## config.mk

```make
export PLATFORM = sky130hd
export DESIGN_NAME = matrix_multiplier
export DESIGN_NICKNAME = d
export VERILOG_FILES = /design/src/rtl/matrix_multiplier.sv
export SDC_FILE = /design/constraint.sdc
export NUM_CORES = 1
export LEC_CHECK = 0
export BUFFER_PORTS_ARGS = -buffer_cell sky130_fd_sc_hd__buf_4
export CORE_ASPECT_RATIO = 1.5
export CORE_MARGIN = 1
export CORE_UTILIZATION = 26
export CTS_CLUSTER_SIZE = 24
export DETAILED_ROUTE_END_ITERATION = 7
export SYNTH_ARGS = -nofsm -noshare
export SYNTH_HDL_FRONTEND = slang
export SYNTH_SLANG_ARGS = --single-unit
```

## constraint.sdc

```tcl
create_clock -name clk -period 12.9 [get_ports clk]
set_clock_uncertainty 0.2 [all_clocks]
set_input_delay 1.29 -clock clk [delete_from_list [all_inputs] [get_ports clk]]
set_output_delay 1.29 -clock clk [all_outputs]
set_load 0.02 [all_outputs]
```

## src/rtl/matrix_multiplier.sv

```systemverilog
// 2x2 unsigned matrix multiplier C = A x B; one C element is produced per cycle after a load.
// Optional macro MATMUL_SATURATE_EN clamps overflowing element sums instead of wrapping them.
module matrix_multiplier #(
    parameter int unsigned DATA_W = 8,
    parameter int unsigned RES_W  = 16
) (
    input  logic                  clk,
    input  logic                  rst,
    input  logic                  load,
    input  logic [4*DATA_W-1:0]   nums_a,
    input  logic [4*DATA_W-1:0]   nums_b,
    output logic [4*DATA_W-1:0]   loaded_num_a,
    output logic [4*DATA_W-1:0]   loaded_num_b,
    output logic [4*RES_W-1:0]    result,
    output logic                  busy,
    output logic                  multiplication_done
);

    localparam int unsigned PROD_W = 2 * DATA_W;
    localparam int unsigned SUM_W  = 2 * DATA_W + 1;

    typedef enum logic [1:0] {
        S_IDLE,
        S_COMPUTE,
        S_DONE
    } state_t;

    state_t                r_state;
    state_t                w_state_nxt;
    logic                  r_busy;
    logic                  r_done;
    logic                  w_busy_nxt;
    logic                  w_done_nxt;
    logic                  w_capture;
    logic                  w_step;

    logic [4*DATA_W-1:0]   r_a;
    logic [4*DATA_W-1:0]   r_b;
    logic [RES_W-1:0]      r_c [4];
    logic [1:0]            r_idx;

    logic [DATA_W-1:0]     w_a1;
    logic [DATA_W-1:0]     w_a2;
    logic [DATA_W-1:0]     w_b1;
    logic [DATA_W-1:0]     w_b2;
    logic [PROD_W-1:0]     w_p1;
    logic [PROD_W-1:0]     w_p2;
    logic [SUM_W-1:0]      w_sum;
    logic [RES_W-1:0]      w_elem;

    // Element k of a row-major packed matrix, element 0 in the MSBs.
    function automatic logic [DATA_W-1:0] f_elem(input logic [4*DATA_W-1:0] m, input logic [1:0] k);
        return m[DATA_W*(3-int'(k)) +: DATA_W];
    endfunction

    // State register with the registered status outputs.
    always_ff @(posedge clk) begin
        if (!rst) begin
            r_state <= S_IDLE;
            r_busy  <= 1'b0;
            r_done  <= 1'b0;
        end else begin
            r_state <= w_state_nxt;
            r_busy  <= w_busy_nxt;
            r_done  <= w_done_nxt;
        end
    end

    // Next-state logic: any sampled load restarts the job, even mid-compute.
    always_comb begin
        w_state_nxt = r_state;
        w_busy_nxt  = r_busy;
        w_done_nxt  = r_done;
        w_capture   = 1'b0;
        w_step      = 1'b0;
        if (load) begin
            w_capture   = 1'b1;
            w_state_nxt = S_COMPUTE;
            w_busy_nxt  = 1'b1;
            w_done_nxt  = 1'b0;
        end else begin
            case (r_state)
                S_COMPUTE: begin
                    w_step = 1'b1;
                    if (r_idx == 2'd3) begin
                        w_state_nxt = S_DONE;
                        w_busy_nxt  = 1'b0;
                        w_done_nxt  = 1'b1;
                    end
                end
                default: ;
            endcase
        end
    end

    // Cij = Ai1*B1j + Ai2*B2j with i = idx[1], j = idx[0], taken from the captured operands.
    always_comb begin
        w_a1  = f_elem(r_a, {r_idx[1], 1'b0});
        w_a2  = f_elem(r_a, {r_idx[1], 1'b1});
        w_b1  = f_elem(r_b, {1'b0, r_idx[0]});
        w_b2  = f_elem(r_b, {1'b1, r_idx[0]});
        w_p1  = PROD_W'(w_a1) * PROD_W'(w_b1);
        w_p2  = PROD_W'(w_a2) * PROD_W'(w_b2);
        w_sum = SUM_W'(w_p1) + SUM_W'(w_p2);
`ifdef MATMUL_SATURATE_EN
        w_elem = (w_sum > SUM_W'({RES_W{1'b1}})) ? {RES_W{1'b1}} : RES_W'(w_sum);
`else
        w_elem = RES_W'(w_sum);
`endif
    end

    // Operand capture and result accumulation.
    always_ff @(posedge clk) begin
        if (!rst) begin
            r_a   <= '0;
            r_b   <= '0;
            r_idx <= '0;
            for (int k = 0; k < 4; k++) r_c[k] <= '0;
        end else if (w_capture) begin
            r_a   <= nums_a;
            r_b   <= nums_b;
            r_idx <= '0;
            for (int k = 0; k < 4; k++) r_c[k] <= '0;
        end else if (w_step) begin
            r_c[r_idx] <= w_elem;
            r_idx      <= r_idx + 2'd1;
        end
    end

    assign loaded_num_a        = r_a;
    assign loaded_num_b        = r_b;
    assign result              = {r_c[0], r_c[1], r_c[2], r_c[3]};
    assign busy                = r_busy;
    assign multiplication_done = r_done;

endmodule

```

==> flow_summary.toml, run 1 <==
[sta]
tightest_slew_ns = 0.962
fin_crit_sh = 0.544
finalSetupViolations = 0
worst_slack_ns = 5.88
min_period_ns = 7.02
max_freq_mhz = 142
rsz0062_at_grt = "false"
holdWs_ns = 0.326
setup_tns_ns = 0
slew_violations = 0
relSlewSlack = 0.359
hold_viol = 0

[cts]
clock-sinks = 132
post_cts_resized = 0
insertion_delay_ns = 0.45
cts_buffer_depth = 2
cts_root_buffer = "clkbuf_16"
cts_setup_buffers = 0
htree_levels = 4
holdBufCountCts = 0
clk_pin_slew_ns = 0.06
cts_tree = "done"
cts_buffers = 17

[placed_design]
port_buffers = 196
dpl_cell_area_mm2 = 0.0115
hpwl_mm = 21.2
dp.cells = 1552
gp_congestion = 0.960
pre_cts_ws_ns = 5.89

[job]
drv_cap = 0

[global_route]
grt_usage = 0.144
grt_max_degree = 68
antenna_found_initial = 0
grt_pass1_wl_mm = 39.5
overflow = 0
grt_pass1_vias = 7230

[setup_path]
start_kind = "register"
cp-end-kind = "register"
crit_arrival_ns = 6.99
crit_type = "register to register"
required_ns = 12.87
path_max_fanout = 15

[power_and_ir_drop]
leakage_nw = 5.60
p_per_area_mw_per_mm2 = 103
worst_ir_drop_vdd_v = 0.0000747

[final_layout]
drive_above_1_share = 0.242
area_growth_pct = 27.2
diodes = 0
layout_common_cells = "buf_4 (199), inv_1 (136), nor2_1 (124)"
fin_cells = 1584
final_nets = 1323
stdcell_area_mm2 = 0.0121
final_common_cell = "buf_4"

[min_path]
min_path_type = "register to register"

[logic_synthesis]
synth.distinct_cells = 36
yosys_register_bits = 132
yosysSeqAreaShare = 0.345
syn-num-nets = 1132
syn_area_mm2 = 0.00951
syn_avg_cell_area_um2 = 10.5
yosysWarnings = 0
postSynthCellCount = 902

[die]
start_util = 0.265
die_h_um = 236
fp.coreArea_mm2 = 0.0359
fp.dieArea_mm2 = 0.0374
rows = 85
die_x_um = 158
io-pin-count = 197

[route]
first_pass_iters = 5
via_per_inst = 4.29
first_iter_violations = 259
wl_per_cell_um = 16.2
num_vias = 6795
totalWireLength_mm = 25.6
drcViolationCount = 0
detail-route-antenna-nets = 0

[status]
status = "complete, no violations"
## layer usage
metal,track usage,part of all wire,vias up
li1,-,-,3269
met1,0.143,0.37,3309
met2,0.277,0.57,180
met3,0.0180,0.032,37
met4,0.0819,0.033,0
met5,0,0,-
## metrics by stage
stage | util | total power [mW]
finish | 0.337 | 1.24
global route | 0.337 | 1.30
CTS | 0.337 | 1.26
detailed placement | 0.319 | 0.757
global placement | 0.319 | 0.754
floorplan | - | 0.650
## synth_stat cells (all sizes together)
master	number	area (µm²)
nor4	1	6.26
xnor2	8	70.1
nor2	124	465
nor3b	4	30.0
nor2b	67	419
or2	21	131
buf	14	70.1
dfxtp	68	1360
edfxtp	64	1920
a31oi	2	12.5
xor2	8	70.1
nand3	2	10.0
a21oi	14	73.8
and3	16	100
o21ai	5	25.0
o21bai	1	7.51
nand2b	3	18.8
o2111a	1	11.3
a21o	4	30.0
nand4	1	6.26
o211ai	2	15.0
mux2	13	146
a221oi	1	15.0
nand2	45	169
ha	67	838
a31o	1	8.76
a21boi	1	7.51
fa	96	1920
o32ai	1	16.3
inv	136	510
mux2i	95	951
and2	3	21.3
clkbuf	13	48.8
## registers in the layout, indices dropped and copies added (netlist names)
name,count
loaded_num_a,32
r_idx,2
loaded_num_b,32
r_state,1
multiplication_done,1
r_c,64
## cells by family after synthesis
logic type	synth area share
compound gates	0.0234
xor+xnor	0.0147
fa+ha+maj	0.290
buf+inv	0.0662
flops	0.345
mux	0.115
simple gates	0.145
## power breakdown
| group | switching [mW] | leakage, nW | total [mW] | internal, mW |
|---|---|---|---|---|
| combinational | 0.158 | 4.03 | 0.264 | 0.106 |
| sequential | 0.0169 | 1.28 | 0.478 | 0.461 |
| clock | 0.195 | 0.292 | 0.499 | 0.303 |
## final timing paths
| path | slack (ns) | cells after the start | to | from |
|---|---|---|---|---|
| setup / recovery | 5.88 | 19 | r_c[1][15] | r_idx[1] |
| hold / removal | 0.33 | 2 | multiplication_done | multiplication_done |
| setup reg to reg | 5.88 | 19 | r_c[1][15] | r_idx[1] |
| hold reg to reg | 0.33 | 2 | multiplication_done | multiplication_done |
## cell type report
class,count,area [µm²]
repair buffers,199,1490
clock buffers,22,508
clock inverters,10,108
inverters,136,510
fillers,3709,23800
well taps,478,598
flip-flops and latches,132,3280
multi-input cells,607,5600
## critical path: stages (launching register included)
cell	delay, ns
dfxtp_1	0.68
buf_4	0.35
mux2i_1	0.62
nor2_1	0.17
fa_1	0.57
inv_1	0.05
fa_1	0.54
inv_1	0.07
fa_1	0.53
fa_1	0.44
fa_1	0.54
inv_1	0.05
fa_1	0.54
inv_1	0.05
ha_1	0.36
a21o_1	0.18
a31o_2	0.24
o32ai_2	0.26
xnor2_1	0.23
nor2_1	0.08
Note: power is estimated with default switching activity, not from simulation.
==> run 2: changes to the inputs <==
==> constraint.sdc (replaced) <==
create_clock -name clk -period 7.2 [get_ports clk]
set_clock_uncertainty 0.2 [all_clocks]
set_input_delay 0.72 -clock clk [delete_from_list [all_inputs] [get_ports clk]]
set_output_delay 0.72 -clock clk [all_outputs]
set_load 0.02 [all_outputs]
==> run 2 against run 1 <==
Net effect: non-clock buffer count grew 22; clock power grew 84%; wire length grew 3.4%; via count grew 0.47%; sequential power grew 80%; maximum frequency grew 3.5%; highest routed layer unchanged.
==> flow_summary.toml, run 2 (synthesis gave the netlist of run 1 again) <==
[route]
detail-route-antenna-nets = 0
drcViolationCount = 0
highest_layer = "met4"
totalWireLength_mm = 26.5
first_iter_violations = 230
wl_met2_mm = 15.1
wl_met1_mm = 9.64
via_per_inst = 4.25
wl_met3_um = 917
wl_per_cell_um = 16.5
first_pass_iters = 4
num_vias = 6827

[setup_path]
cp-end-kind = "register"
crit_path_top_delay_cell = "mux2i_1"
worstRegToRegCells = 19
start_kind = "register"
crit_arrival_ns = 6.76
r2r_end = "r_c[3][14]"
regToRegStartpoint = "r_idx[1]"
path_max_fanout = 25
path_common_cell = "fa_1"
worstPathCellList = "buf_4 -> mux2i_1 -> nor2_1 -> fa_1 -> inv_1 -> fa_1 -> fa_1 -> inv_1 -> fa_1 -> fa_1 -> inv_1 -> fa_1 -> inv_1 -> ha_1 -> nor4_1 -> o21ai_1 -> a31oi_1 -> xor2_1 -> nor2_1"
r2r_slack_ns = 0.42
max_stage_delay_ns = 0.73
required_ns = 7.18
crit_type = "register to register"

[power_and_ir_drop]
total_power_mw = 2.26
worst_ir_drop_vdd_v = 0.000130
leakage_nw = 5.70
p_per_area_mw_per_mm2 = 184

[sta]
fin_crit_sh = 0.942
max_freq_mhz = 147
tightest_slew_ns = 0.796
setup_tns_ns = 0
rsz0062_at_grt = "false"
slew_violations = 0
finalSetupViolations = 0
hold_viol = 0
min_period_ns = 6.78
relSlewSlack = 0.454

[final_layout]
final_nets = 1345
drive_above_1_share = 0.258
nFillCells = 3703
stdcell_area_mm2 = 0.0123
final_common_cell = "buf_4"
regMostFlops = "r_c"
area_growth_pct = 29.1
seqCellArea_mm2 = 0.00328
fin_cells = 1606
diodes = 0
multi_input_area_mm2 = 0.00560
finish.utilization = 0.342
largest_reg_flops = 64
layout_common_cells = "buf_4 (220), inv_1 (136), nor2_1 (124)"

[die]
rows = 85
fp.dieArea_mm2 = 0.0374
die_h_um = 236
start_util = 0.265
fp.coreArea_mm2 = 0.0359
die_x_um = 158
io-pin-count = 197

[status]
status = "complete, no violations"

[cts]
clock-sinks = 132
cts_buffers = 17
cts_tree = "done"
insertion_delay_ns = 0.44
post_cts_resized = 0
htree_levels = 4
clk_pin_slew_ns = 0.06
cts_root_buffer = "clkbuf_16"
cts_setup_buffers = 0
holdBufCountCts = 0
cts_buffer_depth = 2

[global_route]
grt_pass1_vias = 7076
antenna_found_initial = 0
grt_max_degree = 68
overflow = 0
grt_pass1_wl_mm = 39.9
grt_usage = 0.147

[min_path]
worstHoldPathCells = 2
holdPathEnd = "multiplication_done"
min_from = "multiplication_done"
min_path_type = "register to register"

[placed_design]
hpwl_mm = 22.1
dpl_cell_area_mm2 = 0.0117
dp.cells = 1574
gp_congestion = 0.926
port_buffers = 196

[job]
drv_cap = 0
==> run 2: cell count changes in the layout (fill, tap and decap cells not counted), sizes merged <==
cell      delta
clkbuf       -4
clkinvlp     -1
bufinv       +2
buf         +22
inv          +3
==> run 2: stage by stage <==
step | hold slack [ns] | setup WS, ns
detailed placement | 0.320 | 0.459
floorplan | 0.389 | 0.919
CTS | 0.300 | 0.443
global placement | 0.299 | 0.540
global route | 0.319 | 0.0877
finish | 0.326 | 0.419
==> run 2: worst max-delay path by stage <==
stage | cells after the start | startpoint | end
floorplan | 20 | r_idx[1] | r_c[0][15]
global placement | 19 | r_idx[1] | r_c[3][14]
detailed placement | 19 | r_idx[1] | r_c[3][14]
CTS | 19 | r_idx[1] | r_c[3][14]
global route | 19 | r_idx[1] | r_c[3][14]
finish | 19 | r_idx[1] | r_c[3][14]
==> run 2: cell type report <==
| type | instances | share of cell area |
|---|---|---|
| multi-input combinational | 607 | 0.456 |
| sequential | 132 | 0.267 |
| timing repair buffer | 221 | 0.136 |
| tap | 478 | 0.0487 |
| inverter | 136 | 0.0416 |
| clock buffer | 18 | 0.0350 |
| clock inverter | 14 | 0.0154 |
==> run 2: per-layer routing <==
layer | track usage | up-vias
met5 | 0 | -
met4 | 0.0691 | 0
met3 | 0.0237 | 39
met2 | 0.285 | 181
met1 | 0.147 | 3299
li1 | - | 3308
==> run 2: power by group <==
| group | switching (mW) | total (mW) | internal [mW] |
|---|---|---|---|
| clock | 0.361 | 0.916 | 0.555 |
| sequential | 0.0337 | 0.860 | 0.826 |
| combinational | 0.281 | 0.482 | 0.202 |
==> run 2: critical path: cells and delay by family, from the launching register on <==
| kind | cells | cell delay [ns] |
|---|---|---|
| fa+ha+maj | 7 | 3.40 |
| compound gates | 2 | 0.44 |
| flops | 1 | 0.31 |
| buf+inv | 5 | 0.54 |
| xor+xnor | 1 | 0.32 |
| mux | 1 | 0.73 |
| simple gates | 3 | 0.54 |
==> run 3: changes to the inputs <==
--- a/config.mk
+++ b/config.mk
@@ -11,6 +11,7 @@
 export CORE_UTILIZATION = 26
 export CTS_CLUSTER_SIZE = 24
 export DETAILED_ROUTE_END_ITERATION = 7
+export PLACE_DENSITY = 0.55
 export SYNTH_ARGS = -nofsm -noshare
 export SYNTH_HDL_FRONTEND = slang
 export SYNTH_SLANG_ARGS = --single-unit
==> run 3 against run 2 <==
Net effect: clock power shrank 8.1%; highest routed layer unchanged; largest power group is now registers; critical path type unchanged; global-route usage down 0.19 points; die area did not move; power fell by 3.4%.
==> flow_summary.toml, run 3 (synthesis gave the netlist of run 1 again) <==
[power_and_ir_drop]
p_per_area_mw_per_mm2 = 179
worst_ir_drop_vdd_v = 0.000140
leakage_nw = 5.65
total_power_mw = 2.18

[min_path]
min_from = "multiplication_done"
holdPathEnd = "multiplication_done"
worstHoldPathCells = 2
min_path_type = "register to register"

[cts]
cts_setup_buffers = 0
htree_levels = 4
cts_root_buffer = "clkbuf_16"
cts_buffers = 17
clock-sinks = 132
post_cts_resized = 0
cts_buffer_depth = 2
cts_tree = "done"
clk_pin_slew_ns = 0.06
insertion_delay_ns = 0.44
holdBufCountCts = 0

[global_route]
antenna_found_initial = 0
grt_pass1_vias = 7161
overflow = 0
grt_max_degree = 68
grt_pass1_wl_mm = 40.2
grt_usage = 0.145

[final_layout]
regMostFlops = "r_c"
final_nets = 1340
drive_above_1_share = 0.251
layout_common_cells = "buf_4 (215), inv_1 (136), nor2_1 (124)"
nFillCells = 3726
area_growth_pct = 28.2
final_common_cell = "buf_4"
largest_reg_flops = 64
diodes = 0

[placed_design]
port_buffers = 196
gp_congestion = 0.926
hpwl_mm = 21.3
pre_cts_ws_ns = 0.421

[setup_path]
r2r_end = "r_c[3][15]"
path_max_fanout = 25
required_ns = 7.16
r2r_slack_ns = 0.45
worstPathCellList = "buf_12 -> mux2i_1 -> nor2_1 -> fa_1 -> inv_1 -> fa_1 -> inv_1 -> fa_1 -> fa_1 -> fa_1 -> inv_1 -> fa_1 -> inv_1 -> ha_1 -> a21o_1 -> a31o_2 -> o32ai_2 -> xnor2_1 -> nor2_1"
cp-end-kind = "register"
max_stage_delay_ns = 0.66
crit_type = "register to register"
worstRegToRegCells = 19
crit_path_top_delay_cell = "mux2i_1"
path_common_cell = "fa_1"
crit_arrival_ns = 6.71
start_kind = "register"
regToRegStartpoint = "r_idx[1]"

[die]
start_util = 0.265
rows = 85
die_h_um = 236
io-pin-count = 197
fp.coreArea_mm2 = 0.0359
fp.dieArea_mm2 = 0.0374
die_x_um = 158

[route]
totalWireLength_mm = 25.7
drcViolationCount = 0
wl_per_cell_um = 16.1
detail-route-antenna-nets = 0
first_pass_iters = 4
first_iter_violations = 252
via_per_inst = 4.30
num_vias = 6873

[sta]
worst_slack_ns = 0.453
rsz0062_at_grt = "false"
tightest_slew_ns = 0.879
finalSetupViolations = 0
min_period_ns = 6.75
relSlewSlack = 0.397
holdWs_ns = 0.321
slew_violations = 0
hold_viol = 0
setup_tns_ns = 0
max_freq_mhz = 148
fin_crit_sh = 0.937

[job]
drv_cap = 0

[status]
status = "complete, no violations"
[run 3: stage by stage]
stage,instance area (µm²),instances,utilization
2_1_floorplan,9510,902,-
3_3_place_gp,11600,1569,0.323
3_5_place_dp,11600,1569,0.323
4_1_cts,12200,1600,0.339
5_1_grt,12200,1600,0.339
6_report,12200,1600,0.339
[run 3: worst max path at each step]
stage                  start  cells after the start    endpoint
floorplan           r_idx[1]                     20  r_c[0][15]
global placement    r_idx[1]                     19  r_c[2][15]
detailed placement  r_idx[1]                     19  r_c[3][15]
CTS                 r_idx[1]                     19  r_c[3][15]
global route        r_idx[1]                     19  r_c[3][15]
finish              r_idx[1]                     19  r_c[3][15]
[run 3: layout make-up]
| type | count | area, µm² | share of cell area |
|---|---|---|---|
| clock buffer | 20 | 437 | 0.0358 |
| clock inverter | 11 | 128 | 0.0105 |
| inverter | 136 | 510 | 0.0419 |
| multi-input combinational | 607 | 5600 | 0.459 |
| sequential | 132 | 3280 | 0.269 |
| tap | 478 | 598 | 0.0491 |
| timing repair buffer | 216 | 1630 | 0.134 |
[run 3: critical path, delay by kind of cell (launching register included)]
| kind | cells | cell delay (ns) |
|---|---|---|
| xor gates and xnor gates | 1 | 0.30 |
| and+or+nand+nor | 2 | 0.25 |
| DFF | 1 | 0.35 |
| AOI/OAI and AO/OA | 3 | 0.68 |
| adders and majority gates | 7 | 3.60 |
| buffers and inverters | 5 | 0.43 |
| muxes | 1 | 0.66 |
[run 3: layer usage]
metal  share of wire  GRT usage  up-vias
met5               0          0        -
met4           0.034     0.0693        0
met3           0.036     0.0222       38
met2            0.56      0.273      179
met1            0.37      0.153     3360
li1                -          -     3296
[run 3: report_power, final]
| group | switching, mW | internal [mW] |
|---|---|---|
| combinational | 0.284 | 0.197 |
| sequential | 0.0315 | 0.826 |
| clock | 0.334 | 0.508 |
| total | 0.649 | 1.53 |
